===== config.mk =====
export PLATFORM = sky130hd
export DESIGN_NAME = cond_resolve_unit
export DESIGN_NICKNAME = d
export VERILOG_FILES = /design/src/rtl/cond_resolve_unit.sv
export SDC_FILE = /design/constraint.sdc
export NUM_CORES = 1
export LEC_CHECK = 0
export ABC_CLOCK_PERIOD_IN_PS = 1880
export BUFFER_PORTS_ARGS = -buffer_cell sky130_fd_sc_hd__buf_2
export CAP_MARGIN = 10
export CORE_MARGIN = 3
export CORE_UTILIZATION = 39
export CTS_CLUSTER_SIZE = 40
export DETAILED_ROUTE_END_ITERATION = 16
export PLACE_DENSITY_LB_ADDON = 0.12
export RECOVER_POWER = 100
export REMOVE_ABC_BUFFERS = 1
export SETUP_SLACK_MARGIN = 0.3
export SLEW_MARGIN = 25
export SYNTH_ARGS = -nofsm -noshare
export SYNTH_HDL_FRONTEND = slang
export SYNTH_SLANG_ARGS = --single-unit

===== constraint.sdc =====
create_clock -name clk -period 1.88 [get_ports clk]
set_input_delay 0 -clock clk [delete_from_list [all_inputs] [get_ports clk]]
set_output_delay 0 -clock clk [all_outputs]
set_load 0.02 [all_outputs]

===== src/rtl/cond_resolve_unit.sv =====
// Branch/trap condition resolver: holds NCC condition-code sets, evaluates IR[31:25]
// requests over valid/ready and returns registered BCOND/TCOND/ANNUL results.
module cond_resolve_unit #(
  parameter int NCC    = 2,
  parameter bit FWD_EN = 1'b1,
  parameter int SELW   = ($clog2(NCC) > 0) ? $clog2(NCC) : 1
) (
  input  logic            clk,
  input  logic            rst_n,
  input  logic            cc_we,
  input  logic [SELW-1:0] cc_wsel,
  input  logic [3:0]      cc_wdata,
  input  logic            req_valid,
  output logic            req_ready,
  input  logic [6:0]      req_ir,
  input  logic [SELW-1:0] req_ccsel,
  output logic            res_valid,
  input  logic            res_ready,
  output logic            res_bcond,
  output logic            res_tcond,
  output logic            res_annul,
  input  logic            trap_ack,
  output logic            trap_busy
);

  typedef enum logic [1:0] {IDLE, FULL, TRAP_WAIT} state_t;

  localparam logic [SELW:0] NCC_W = (SELW+1)'(NCC);

  state_t          state_q, state_d;
  logic [3:0]      cc_q [NCC];
  logic [3:0]      cc_stored, flags;
  logic [SELW-1:0] eval_sel;
  logic            cc_wsel_ok, ccsel_ok, fwd_hit;
  logic [1:0]      op;
  logic            annul_bit;
  logic [3:0]      cond;
  logic            cond_base, cond_true;
  logic            new_b, new_t, new_a;
  logic            load, clear;

  assign op        = req_ir[6:5];
  assign annul_bit = req_ir[4];
  assign cond      = req_ir[3:0];

  assign cc_wsel_ok = ({1'b0, cc_wsel} < NCC_W);
  assign ccsel_ok   = ({1'b0, req_ccsel} < NCC_W);
  assign eval_sel   = ccsel_ok ? req_ccsel : '0;

  always_ff @(posedge clk or negedge rst_n) begin
    if (!rst_n) begin
      for (int unsigned i = 0; i < NCC; i++) cc_q[i] <= '0;
    end else if (cc_we) begin
      for (int unsigned i = 0; i < NCC; i++)
        if (cc_wsel == SELW'(i)) cc_q[i] <= cc_wdata;
    end
  end

  always_comb begin
    cc_stored = '0;
    for (int unsigned i = 0; i < NCC; i++)
      if (eval_sel == SELW'(i)) cc_stored = cc_q[i];
  end

  // Forward only a write that will actually land in the set being tested.
  assign fwd_hit = FWD_EN && cc_we && cc_wsel_ok && (cc_wsel == eval_sel);
  assign flags   = fwd_hit ? cc_wdata : cc_stored;

  // flags = {N,Z,V,C}; cond[3] inverts the base test, so 1000 is "always".
  always_comb begin
    cond_base = 1'b0;
    unique case (cond[2:0])
      3'b000: cond_base = 1'b0;
      3'b001: cond_base = flags[2];
      3'b010: cond_base = flags[2] | (flags[3] ^ flags[1]);
      3'b011: cond_base = flags[3] ^ flags[1];
      3'b100: cond_base = flags[0] | flags[2];
      3'b101: cond_base = flags[0];
      3'b110: cond_base = flags[3];
      3'b111: cond_base = flags[1];
      default: cond_base = 1'b0;
    endcase
    cond_true = cond[3] ^ cond_base;
  end

  always_comb begin
    new_b = 1'b0;
    new_t = 1'b0;
    new_a = 1'b0;
    case (op)
      2'b00: begin
        new_b = cond_true;
        new_a = annul_bit & (!cond_true | (cond == 4'b1000));
      end
      2'b10: new_t = cond_true;
      default: ;
    endcase
  end

  always_comb begin
    state_d   = state_q;
    req_ready = 1'b0;
    load      = 1'b0;
    clear     = 1'b0;
    case (state_q)
      IDLE: begin
        req_ready = 1'b1;
        if (req_valid) begin
          state_d = FULL;
          load    = 1'b1;
        end
      end
      FULL: begin
        if (res_ready) begin
          if (res_tcond) begin
            state_d = TRAP_WAIT;
            clear   = 1'b1;
          end else begin
            req_ready = 1'b1;
            if (req_valid) begin
              load = 1'b1;
            end else begin
              state_d = IDLE;
              clear   = 1'b1;
            end
          end
        end
      end
      TRAP_WAIT: begin
        if (trap_ack) state_d = IDLE;
      end
      default: state_d = IDLE;
    endcase
  end

  always_ff @(posedge clk or negedge rst_n) begin
    if (!rst_n) begin
      state_q   <= IDLE;
      res_bcond <= 1'b0;
      res_tcond <= 1'b0;
      res_annul <= 1'b0;
    end else begin
      state_q <= state_d;
      if (load) begin
        res_bcond <= new_b;
        res_tcond <= new_t;
        res_annul <= new_a;
      end else if (clear) begin
        res_bcond <= 1'b0;
        res_tcond <= 1'b0;
        res_annul <= 1'b0;
      end
    end
  end

  assign res_valid = (state_q == FULL);
  assign trap_busy = (state_q == TRAP_WAIT);

endmodule


* Word level (Yosys, flattened, before mapping) *
Index checks and enable logic that the tools add are counted.

word-level totals
  output and inout port bits = 6
  memory bits (read-only) = 0
  bits of input ports = 19
  memory bits (writable) = 0
  latch bits = 0
  word-level logic and storage cells = 65
  register bits = 13
  memories kept = 0

cells by class
  bitwise logic cells = 7
  shift operators = 0
  add/subtract/negate cells = 0
  mux-type cells = 27
  equality and inequality tests = 16
  div/mod/pow operators = 0
  reduce and logical (&&, ||, !) cells = 9
  multipliers = 0
  magnitude comparators = 0

operators with widths
  cell                count
  $mux 1              16
  $eq 3x3->1 const B  4
  $mux 2              5
  $mux 4              2
  $pmux 1 s8          1
  $eq 3x2->1 const B  2
  $pmux 2 s3          1
  $eq 2x2->1 const B  2
  $eq 4x4->1 const B  1
  $logic_not 2->1     2
  $ne 2x2->1 const B  2
  $pmux 1 s2          2
  $reduce_and 2->1    2
  $reduce_and 4->1    1
  $eq 3x1->1 const B  1
  $logic_not 3->1     1
  $ne 3x2->1 const B  1
  $or 1x1->1          3
  $eq 2x1->1 const B  1
  $ne 2x1->1 const B  1
  $reduce_bool 2->1   1
  $xor 1x1->1         2
  $and 1x1->1         1
  $eq 1x1->1          1
  other kinds (3)     3

* Longest topological paths before layout *
Gate-level depths: netlist of run 1.

  depth in word-level cells = 12
  depth in mapped cells = 7
  gate-level depth less buffers = 6

* Worst setup path after synthesis of run 1 *
OpenSTA, ideal clock, no wires.

  path kind = flip-flop to flip-flop
  from = reg res_tcond
  to = reg res_annul
  data required time = 1,793 ps
  clock period less this slack = 1,955 ps
  cell stages (with the launch flop) = 7
  setup slack = -75 ps
  data arrival time = 1,868 ps
  path through = dfrtp_1 > nand2b_1 > a21oi_1 > nor4bb_1 > and3_1 > nand4_1 > o211ai_1

between the ends
  word-level cells in the longest chain between the ends = 4

RTL lines
  element                                      RTL line  source
  start, declared                              20        output logic res_tcond,
  start signal, assigned                       146       res_tcond <= new_t;
  $mux 1                                       115       if (res_tcond) begin
  $mux 1                                       114       if (res_ready) begin
  $pmux 1 s2 or $mux 1 (tied branches)         105       case (state_q)
  $mux 1 or $reduce_bool 2->1 (tied branches)  -
  end signal, assigned                         147       res_annul <= new_a;
  end, declared                                21        output logic res_annul,

Several ways; a longest one is shown, not always the timed one.
A chain may end at the register's enable or synchronous reset.

* Worst setup path after layout of run 1 *
  from = reg cc_q[7] (netlist bit)
  to = reg res_bcond

between the ends
  word-level cells in the longest chain between the ends = 8

RTL lines
  element                          RTL line  source
  start, declared                  31        logic [3:0] cc_q [NCC];
  start signal, assigned by index  55        if (cc_wsel == SELW'(i)) cc_q[i] <= cc_wdata;
  $mux 4 *                         62        if (eval_sel == SELW'(i)) cc_stored = cc_q[i];
  $mux 4 *                         67        assign flags = fwd_hit ? cc_wdata : cc_stored;
  $xor 1x1->1                      75, 76
  $or 1x1->1                       75        3'b010: cond_base = flags[2] | (flags[3] ^ flags[1]);
  $pmux 1 s8 *                     72        unique case (cond[2:0])
  $xor 1x1->1 *                    83        cond_true = cond[3] ^ cond_base;
  $mux 1 *                         90        case (op)
  $mux 1 *                         144       if (load) begin
  end signal, assigned             145       res_bcond <= new_b;
  end, declared                    19        output logic res_bcond,

Every way passes the cells marked *; elsewhere a longest branch is shown, timed or not.

==> flow_summary_export.csv, run 1 <==
group,metric,value,unit
floorplan,start_util,44.0,%
clock_network,clk_latency,0.27,ns
drt,dr.pass1.iters,4,
min_path,holdPathEnd,"state_q[1]",
sta,drv_slew,0,
critical_path,reg2regPathDepth,6,
critical_path,crit_type,"flop to flop",
placed_design,port-buffer-count,24,
logic_synthesis,synth_top_family_by_area,"simple AND/OR/NAND/NOR gates",
critical_path,path_max_fanout,4,
clock_network,clock-sinks,13,
logic_synthesis,synth_compound_area_share,19.4,%
logic_synthesis,seq_area_frac_synth,35.5,%
layout,drive_gt1_share,30.6,%
clock_network,clockBufferDepth,2,
critical_path,endpoint_kind,"flop",
logic_synthesis,synth_fa_ha_area_share,0,%
run,drv_cap,0,
min_path,min_path_type,"input pin to flop",
logic_synthesis,ys_ff_latch,13,
grt,grt_util_all_layers,17.7,%
critical_path,worstSetupStartpointType,"flop",
pwr,vdd.ir_drop.worst,0.485,mV
sta,post-route-min-period,1.78,ns
logic_synthesis,synth.top_cell.area_share,35.5,%
grt,grt_pass1_vias,905,
drt,drt_iter0_markers,19,
placed_design,gp_congestion,0.835,
logic_synthesis,syn_area,916,um2
grt,grt_overflow,0,
floorplan,rows,16,
logic_synthesis,synthTopCellsByArea,"dfrtp_1 36%, nand2_1 7.0%, mux2i_1 5.5%, mux2_2 4.9%, a32o_1 3.3%",
layout,antennaDiodeCount,0,
critical_path,rr_startpoint,"cc_q[7]",
pwr,power_density,653,nW/um2
sta,fin_crit_sh,94.8,%
min_path,whs_path_depth,3,
critical_path,cp_data_required_time,2.03,ns
floorplan,die_width,54.5,um
grt,antenna_found_initial,0,
min_path,min_from,"trap_ack",
clock_network,h-tree-depth,1,
floorplan,ios,25,
layout,fin_util,59.0,%
layout,fin_cells,161,
critical_path,cpMaxStageDelayCell,"dfrtp_1",
sta,maxSlewHeadroom,53.3,%
logic_synthesis,ys_warn_count,0,
sta,hold_viol,0,
sta,tightest_slew,0.701,ns
grt,grt_pass1_wl,3.84,mm
floorplan,dieHeight,54.5,um
clock_network,cts_tree,"done",
floorplan,dieArea,2970,um2
pwr,p_leak,0.000534,uW
clock_network,path_clk_slew,0.07,ns
critical_path,max_stage_delay,0.42,ns
logic_synthesis,syn_inst,97,
layout,areaGrowthSynthToFinish,34.0,%
placed_design,place_hpwl,1.64,mm
drt,post-route-drc-count,0,
critical_path,path_cells,"mux2_4 > a221oi_4 > o311ai_2 > o31a_2 > a31o_1 > a32o_1",
placed_design,dp.cells,150,
logic_synthesis,synthSimpleGateAreaFrac,23.2,%
floorplan,coreArea,2080,um2
drt,viasPerCell,5.78,
logic_synthesis,avgSynthCellArea,9.44,um2
drt,wl_per_cell,14.9,um
grt,grt_max_degree,14,
logic_synthesis,synth.area.mux_share,13.3,%
sta,setup_viol,0,
critical_path,rrSetupSlack,0.1,ns
drt,wirelength,2.39,mm
logic_synthesis,synthXorXnorAreaFrac,4.92,%
clock_network,numCtsBuffers,3,
critical_path,worstPathArrival,1.94,ns
clock_network,root_buffer,"clkbuf_4",
sta,fmax,561,MHz
drt,num_vias,930,
logic_synthesis,synth.distinct_cells,40,
logic_synthesis,yosysTopAreaCell,"dfrtp_1",
drt,ant_nets,0,
layout,final_nets,154,
sta,fin_skew,0.00438,ns
sta,rsz0062_at_grt,"yes",
run_status,status,"finished clean",
critical_path,r2r-end,"res_bcond",
-- cells in the final DEF, fill, tap and decap left out, types with 2 or more instances in the layout --
master and n:
a32o_1 3, nand4_1 2, nor3_1 2, mux2i_4 2, nand2b_1 4, o21ai_0 3, clkbuf_4 3, nand2_1 17
buf_2 16, nand3_1 2, mux2_4 2, dlygate4sd3_1 5, mux2i_1 3, clkbuf_1 11, a21oi_1 4, buf_4 4
mux2_2 4, nor2_1 4, o31ai_1 2, dfrtp_1 13, xor2_1 2, inv_1 3, nor2b_1 3
-- critical path, delay by kind of cell, from the launching register on --
family	cells	cell delay, ns
AOI/OAI and AO/OA	5	0.94
DFF	1	0.42
muxes	1	0.31
-- sequential cells by signal, indices dropped and copies added (netlist names) --
register	cells
cc_q	8
res_bcond	1
res_tcond	1
res_annul	1
state_q	2
-- cells by family (layout without fill, tap and decap cells) --
family          Yosys count  after routing
compound gates           23             23
xor+xnor                  3              3
buf+inv                   6             43
flops                    13             13
mux                      11             11
simple gates             41             41
-- cell type report --
| type | instances | area (um2) |
|---|---|---|
| clock buffers | 4 | 26.3 |
| repair buffers | 35 | 198 |
| inverters | 4 | 15.0 |
| well taps | 27 | 33.8 |
| fillers | 197 | 855 |
| flip-flops and latches | 13 | 325 |
| multi-input cells | 78 | 629 |
-- power breakdown --
group | total, uW | switching (uW) | internal, uW | leakage [uW]
clock network | 166 | 84.4 | 81.9 | 0.0000150
registers | 337 | 24.7 | 313 | 0.000162
logic | 298 | 161 | 137 | 0.000357
-- metrics by stage --
step	area [um2]	setup slack, ns	hold slack [ns]	setup TNS (ns)	total power [uW]
after detailed placement	1080	0.00657	-0.0944	0	587
after floorplan	897	-0.0746	-0.296	-0.0746	490
after global placement	1080	0.0448	-0.102	0	582
final	1230	0.0968	0.0131	0	802
after CTS	1230	0.108	0.00786	0	808
after global routing	1230	0.0213	0.0117	0	860
-- synth_stat cells --
| cell type | number |
|---|---|
| nor2b_1 | 3 |
| or4_4 | 1 |
| nor2_1 | 4 |
| a21o_1 | 1 |
| dfrtp_1 | 13 |
| a311oi_1 | 1 |
| nand3_1 | 2 |
| buf_4 | 1 |
| or2_2 | 1 |
| nand2b_1 | 4 |
| a31o_1 | 1 |
| and4b_1 | 1 |
| nand2_1 | 17 |
| nor3_1 | 2 |
| nor4_1 | 1 |
| and3_1 | 1 |
| a32o_1 | 3 |
| nor4bb_1 | 1 |
| mux2i_1 | 5 |
| o31a_2 | 1 |
| o311ai_1 | 1 |
| inv_1 | 3 |
| xnor2_4 | 1 |
| inv_2 | 1 |
| o31ai_1 | 2 |
| mux2_1 | 1 |
| o21ai_0 | 3 |
| a2111oi_0 | 1 |
| and3_2 | 1 |
| a2111oi_2 | 1 |
| a221oi_1 | 1 |
| buf_6 | 1 |
| o211ai_1 | 1 |
| xor2_1 | 2 |
| a211oi_1 | 1 |
| mux2_2 | 4 |
| a21oi_1 | 4 |
| mux2_4 | 1 |
| a31oi_1 | 1 |
| nand4_1 | 2 |
-- routing by layer --
| layer | vias up | global-route usage, % | wire, um |
|---|---|---|---|
| li1 | 443 | - | - |
| met1 | 443 | 21.6 | 1020 |
| met2 | 36 | 29.5 | 1150 |
| met3 | 8 | 4.36 | 174 |
| met4 | 0 | 7.05 | 53 |
| met5 | - | 0 | 0 |
-- how the worst max path moves through the flow --
stage                         start   endpoint  slack [ns]
final                       cc_q[7]  res_bcond         0.1
after global routing        cc_q[5]  res_bcond        0.02
after CTS                   cc_q[5]  res_bcond        0.11
after detailed placement    cc_q[1]  res_bcond       0.007
after global placement      cc_q[1]  res_bcond        0.04
after floorplan           res_tcond  res_annul       -0.07
-- timing repair --
item / CTS / global route
resized for setup: 11 / 2
setup buffers: 1 / 1
hold buffers: 5 / 0
endpoints found under the hold margin: 17 / 0
setup endpoints to repair: 3 / 3
pin swaps: 6 / 1
(Power assumes the default switching activity.)
==> run 2: changes to the inputs <==
CORE_MARGIN = unset   (was 3)
==> run 2 against run 1 <==
Global-route usage up 0.70 points. Final area down 0.10%. Largest power group unchanged. Power down 0.72%. Sequential power about the same. First-iteration DRC count down 58%. Flip-flop and latch count unchanged. Clock skew down 0.0017 ns. Sequential share of layout area about the same. Critical path depth up 1. Worst hold slack better by 0.00087 ns.
==> flow_summary_export.csv, run 2 (same netlist as run 1, synthesis figures left out) <==
group,metric,value,unit
run_status,status,"finished clean",
placed_design,gp_congestion,0.795,
grt,grt_util_all_layers,18.4,%
drt,dr.pass1.iters,4,
placed_design,port-buffer-count,24,
floorplan,dieHeight,50.5,um
critical_path,worstSetupStartpointType,"input pin",
pwr,power.switching,265,uW
critical_path,path_max_fanout,10,
pwr,pwr-share-clk,20.5,%
critical_path,rrSetupSlack,0.07,ns
clock_network,numCtsBuffers,3,
drt,num_vias,886,
sta,maxSlewHeadroom,51.9,%
drt,wirelength,2.26,mm
drt,met2WireLength,1.10,mm
pwr,total_power,796,uW
clock_network,clockBufferDepth,2,
clock_network,h-tree-depth,1,
drt,wl_per_cell,14.1,um
drt,viasPerCell,5.50,
layout,final_nets,153,
sta,drv_slew,0,
sta,setup_viol,0,
layout,areaGrowthSynthToFinish,33.9,%
min_path,holdPathEnd,"state_q[1]",
critical_path,reg2regPathDepth,6,
layout,final_cell_mix,"17 x nand2_1, 15 x buf_2, 13 x dfrtp_1, 12 x clkbuf_1, 5 x dlygate4sd3_1",
critical_path,path_delay_family,"compound AO/OA/AOI/OAI gates",
layout,drive_gt1_share,30.1,%
run,drv_cap,0,
critical_path,cp_data_required_time,2.04,ns
grt,antenna_found_initial,0,
pwr,p_leak,0.000527,uW
grt,grt_pass1_vias,821,
critical_path,worstPathArrival,1.98,ns
layout,fin_util,55.4,%
floorplan,coreArea,2210,um2
drt,routedLengthMet1,1.08,mm
layout,top_register,"cc_q",
pwr,p_seq_share,42.4,%
grt,grt_max_degree,14,
sta,post-route-min-period,1.82,ns
min_path,min_path_type,"input pin to flop",
pwr,p_int,531,uW
critical_path,rr_startpoint,"cc_q[7]",
critical_path,path_cells,"buf_2 > xnor2_4 > nand2_1 > a2111oi_0 > a311oi_2 > a31o_1 > a32o_1",
clock_network,root_buffer,"clkbuf_4",
clock_network,path_clk_slew,0.07,ns
drt,dr.max_layer_used,"met4",
pwr,vdd.ir_drop.worst,0.405,mV
sta,fmax,548,MHz
drt,ant_nets,0,
placed_design,place_hpwl,1.57,mm
sta,fin_skew,0.00266,ns
clock_network,cts_tree,"done",
pwr,pwr-share-comb,37.1,%
critical_path,crit_buf_inv,1,
pwr,p_sw_share,33.3,%
critical_path,r2r-end,"res_bcond",
clock_network,clk_latency,0.26,ns
pwr,power_density,649,nW/um2
layout,final_common_cell,"nand2_1",
layout,largest_reg_flops,8,
drt,wl_met3,68,um
critical_path,crit_type,"input pin to flop",
drt,drt_iter0_markers,8,
sta,rsz0062_at_grt,"yes",
floorplan,die_width,50.5,um
floorplan,rows,17,
critical_path,endpoint_kind,"flop",
sta,fin_crit_sh,97.0,%
grt,grt_pass1_wl,3.52,mm
layout,top_regs,"cc_q (8), state_q (2)",
floorplan,start_util,41.4,%
clock_network,clock-sinks,13,
critical_path,cpMaxStageDelayCell,"a2111oi_0",
min_path,whs_path_depth,3,
drt,post-route-drc-count,0,
min_path,min_from,"trap_ack",
sta,tightest_slew,0.704,ns
floorplan,ios,25,
sta,hold_viol,0,
grt,grt_overflow,0,
layout,antennaDiodeCount,0,
critical_path,max_stage_delay,0.67,ns
floorplan,dieArea,2550,um2
## run 2: cell types whose count changed in the layout (fill, tap and decap cells not counted)
cell | before | now
nor4bb_1 | 1 | 0
clkbuf_1 | 11 | 12
buf_2 | 16 | 15
buf_4 | 4 | 3
nor4bb_2 | 0 | 1
## run 2: power groups by stage
stage                     Clock, uW  Sequential, uW  Combinational, uW
after floorplan                   0             344                146
after global placement            0             339                242
after detailed placement          0             340                242
after CTS                       172             335                287
after global routing            184             340                321
final                           163             337                296
## run 2: tightest hold or removal path, stage by stage
cell    delay (ns)
buf_2         0.09
inv_1         0.04
a32o_1        0.11
## run 2: layout make-up
class                   instances  area [um2]
clock buffers                   4        26.3
flip-flops and latches         13         325
inverters                       4        15.0
fillers                       218         986
well taps                      28        35.0
repair buffers                 34         189
multi-input cells              78         636
## run 2: layer usage
layer	global-route usage (%)	vias to the layer above
met1	24.4	432
met2	31.3	18
li1	-	434
met4	4.17	0
met3	2.73	2
met5	0	-
## run 2: per-stage QoR
stage                     cells  TNS, ns  area (um2)  setup WS (ns)  hold slack, ns
after global routing        161  -0.0520        1230        -0.0362          0.0186
after global placement      150        0        1070         0.0290          -0.101
after CTS                   161        0        1220          0.133         0.00989
final                       161        0        1230         0.0556          0.0140
after floorplan              95  -0.0746         897        -0.0746          -0.296
after detailed placement    150        0        1070         0.0167         -0.0984
## run 2: worst max-delay path by stage
stage | startpoint | end | slack [ns] | cells after the start
finish | req_ccsel | res_bcond | 0.06 | 7
global route | req_ccsel | res_bcond | -0.04 | 7
CTS | cc_q[7] | res_bcond | 0.13 | 6
detailed placement | cc_q[5] | res_bcond | 0.02 | 6
global placement | cc_q[5] | res_bcond | 0.03 | 6
floorplan | res_tcond | res_annul | -0.07 | 6
## run 2: repair_timing
item	in CTS	in global routing
setup endpoints to repair	3	3
pin swaps	4	1
endpoints found under the hold margin	17	0
setup buffers	2	0
gates resized for setup	9	3
hold buffers	5	0
==> run 3: changes to the inputs <==
SETUP_SLACK_MARGIN = 0.5   (was 0.3)
==> run 3 against run 2 <==
Critical path depth stayed put. Non-clock buffer count stayed put. Largest power group unchanged. Core utilization stayed put. Via count is 1.1% higher. Power hardly changed. Combinational power hardly changed. Highest routed layer unchanged. Setup slack better by 0.0020 ns. Routed wire length is 0.18% lower.
==> flow_summary_export.csv, run 3 (same netlist as run 1, synthesis figures left out) <==
group,metric,value,unit
critical_path,rr_startpoint,"cc_q[7]",
critical_path,rrSetupSlack,0.07,ns
critical_path,r2r-end,"res_bcond",
critical_path,worstSetupStartpointType,"input pin",
drt,wl_per_cell,14.0,um
floorplan,dieHeight,50.5,um
placed_design,port-buffer-count,24,
floorplan,ios,25,
clock_network,numCtsBuffers,3,
clock_network,path_clk_slew,0.07,ns
critical_path,endpoint_kind,"flop",
critical_path,cp_data_required_time,2.04,ns
floorplan,rows,17,
critical_path,path_max_fanout,10,
drt,ant_nets,0,
critical_path,worstPathArrival,1.98,ns
pwr,vdd.ir_drop.worst,0.405,mV
placed_design,gp_congestion,0.795,
run,drv_cap,0,
clock_network,h-tree-depth,1,
layout,fin_cells,161,
pwr,p_seq_share,42.4,%
clock_network,clockBufferDepth,2,
clock_network,clk_latency,0.26,ns
sta,post-route-min-period,1.82,ns
floorplan,dieArea,2550,um2
critical_path,crit_type,"input pin to flop",
grt,grt_overflow,0,
layout,top_register,"cc_q",
clock_network,root_buffer,"clkbuf_4",
grt,grt_max_degree,14,
sta,drv_slew,0,
sta,hold_viol,0,
pwr,p_leak,0.000527,uW
layout,largest_reg_flops,8,
grt,antenna_found_initial,0,
drt,drt_iter0_markers,9,
drt,post-route-drc-count,0,
drt,met2WireLength,1.11,mm
layout,fin_util,55.4,%
pwr,total_power,796,uW
placed_design,place_hpwl,1.57,mm
layout,areaGrowthSynthToFinish,33.9,%
floorplan,start_util,41.4,%
sta,fin_skew,0.00251,ns
layout,final_common_cell,"nand2_1",
grt,grt_pass1_vias,813,
sta,setup_viol,0,
min_path,whs_path_depth,3,
clock_network,clock-sinks,13,
min_path,holdPathEnd,"state_q[1]",
floorplan,coreArea,2210,um2
min_path,min_path_type,"input pin to flop",
drt,wirelength,2.26,mm
critical_path,cpMaxStageDelayCell,"a2111oi_0",
layout,final_nets,153,
pwr,power_density,649,nW/um2
run_status,status,"finished clean",
pwr,pwr-share-clk,20.5,%
pwr,p_int,531,uW
drt,num_vias,896,
grt,grt_util_all_layers,18.4,%
drt,routedLengthMet1,1.07,mm
sta,fin_crit_sh,96.9,%
layout,top_regs,"cc_q (8), state_q (2)",
min_path,min_from,"trap_ack",
layout,final_cell_mix,"17 x nand2_1, 15 x buf_2, 13 x dfrtp_1, 12 x clkbuf_1, 5 x dlygate4sd3_1",
placed_design,dp.cells,150,
pwr,pwr-share-comb,37.1,%
drt,dr.pass1.iters,4,
sta,fmax,549,MHz
layout,drive_gt1_share,30.1,%
sta,tightest_slew,0.703,ns
drt,dr.max_layer_used,"met4",
critical_path,path_cells,"buf_2 > xnor2_4 > nand2_1 > a2111oi_0 > a311oi_2 > a31o_1 > a32o_1",
drt,wl_met3,74,um
floorplan,die_width,50.5,um
clock_network,cts_tree,"done",
grt,grt_pass1_wl,3.51,mm
pwr,power.switching,265,uW
sta,finalSetupTns,0,ns
drt,viasPerCell,5.57,
pwr,p_sw_share,33.3,%
layout,antennaDiodeCount,0,
sta,worst_hold_slack,0.0140,ns
sta,rsz0062_at_grt,"yes",
critical_path,max_stage_delay,0.67,ns
sta,maxSlewHeadroom,51.9,%
critical_path,reg2regPathDepth,6,
==> run 3: cell counts in the layout (fill, tap and decap cells not counted) <==
Identical to the previous run, type by type.
==> run 3: what timing repair did <==
action | in CTS | in global routing
setup endpoints to repair | 3 | 3
gates resized for setup | 9 | 3
buffers inserted | 2 | 0
endpoints found under the hold margin | 17 | 0
hold buffers | 5 | 0
pin swaps | 4 | 1
==> run 3: how the worst max path moves through the flow <==
stage	startpoint	endpoint	slack (ns)	depth (start not counted)
after global routing	req_ccsel	res_bcond	-0.04	7
after CTS	cc_q[7]	res_bcond	0.13	6
after detailed placement	cc_q[5]	res_bcond	0.02	6
after global placement	cc_q[5]	res_bcond	0.03	6
after floorplan	res_tcond	res_annul	-0.07	6
final	req_ccsel	res_bcond	0.06	7
==> run 3: critical path: cells and delay by family <==
| kind | cells | cell delay, ns |
|---|---|---|
| xor+xnor | 1 | 0.20 |
| buf+inv | 1 | 0.32 |
| compound gates | 4 | 1.29 |
| simple gates | 1 | 0.15 |
==> run 3: layout make-up <==
cell class	count	area, um2
Fill cell	218	986
Sequential cell	13	325
Tap cell	28	35.0
Clock buffer	4	26.3
Inverter	4	15.0
Timing Repair Buffer	34	189
Multi-Input combinational cell	78	636
==> run 3: through the flow <==
step | cell area, um2 | setup WS (ns)
6_report | 1230 | 0.0576
5_1_grt | 1230 | -0.0362
4_1_cts | 1220 | 0.133
3_5_place_dp | 1070 | 0.0167
3_3_place_gp | 1070 | 0.0290
2_1_floorplan | 897 | -0.0746
==> run 3: per-layer routing <==
metal	GRT usage, %	up-vias
li1	-	438
met1	24.4	436
met2	31.3	20
met3	2.73	2
met4	4.17	0
met5	0	-
==> run 3: power groups by stage <==
stage	registers [uW]	logic, uW	clock network (uW)
after global placement	339	242	0
after global routing	340	321	184
after CTS	335	287	172
after detailed placement	340	242	0
after floorplan	344	146	0
final	337	296	163
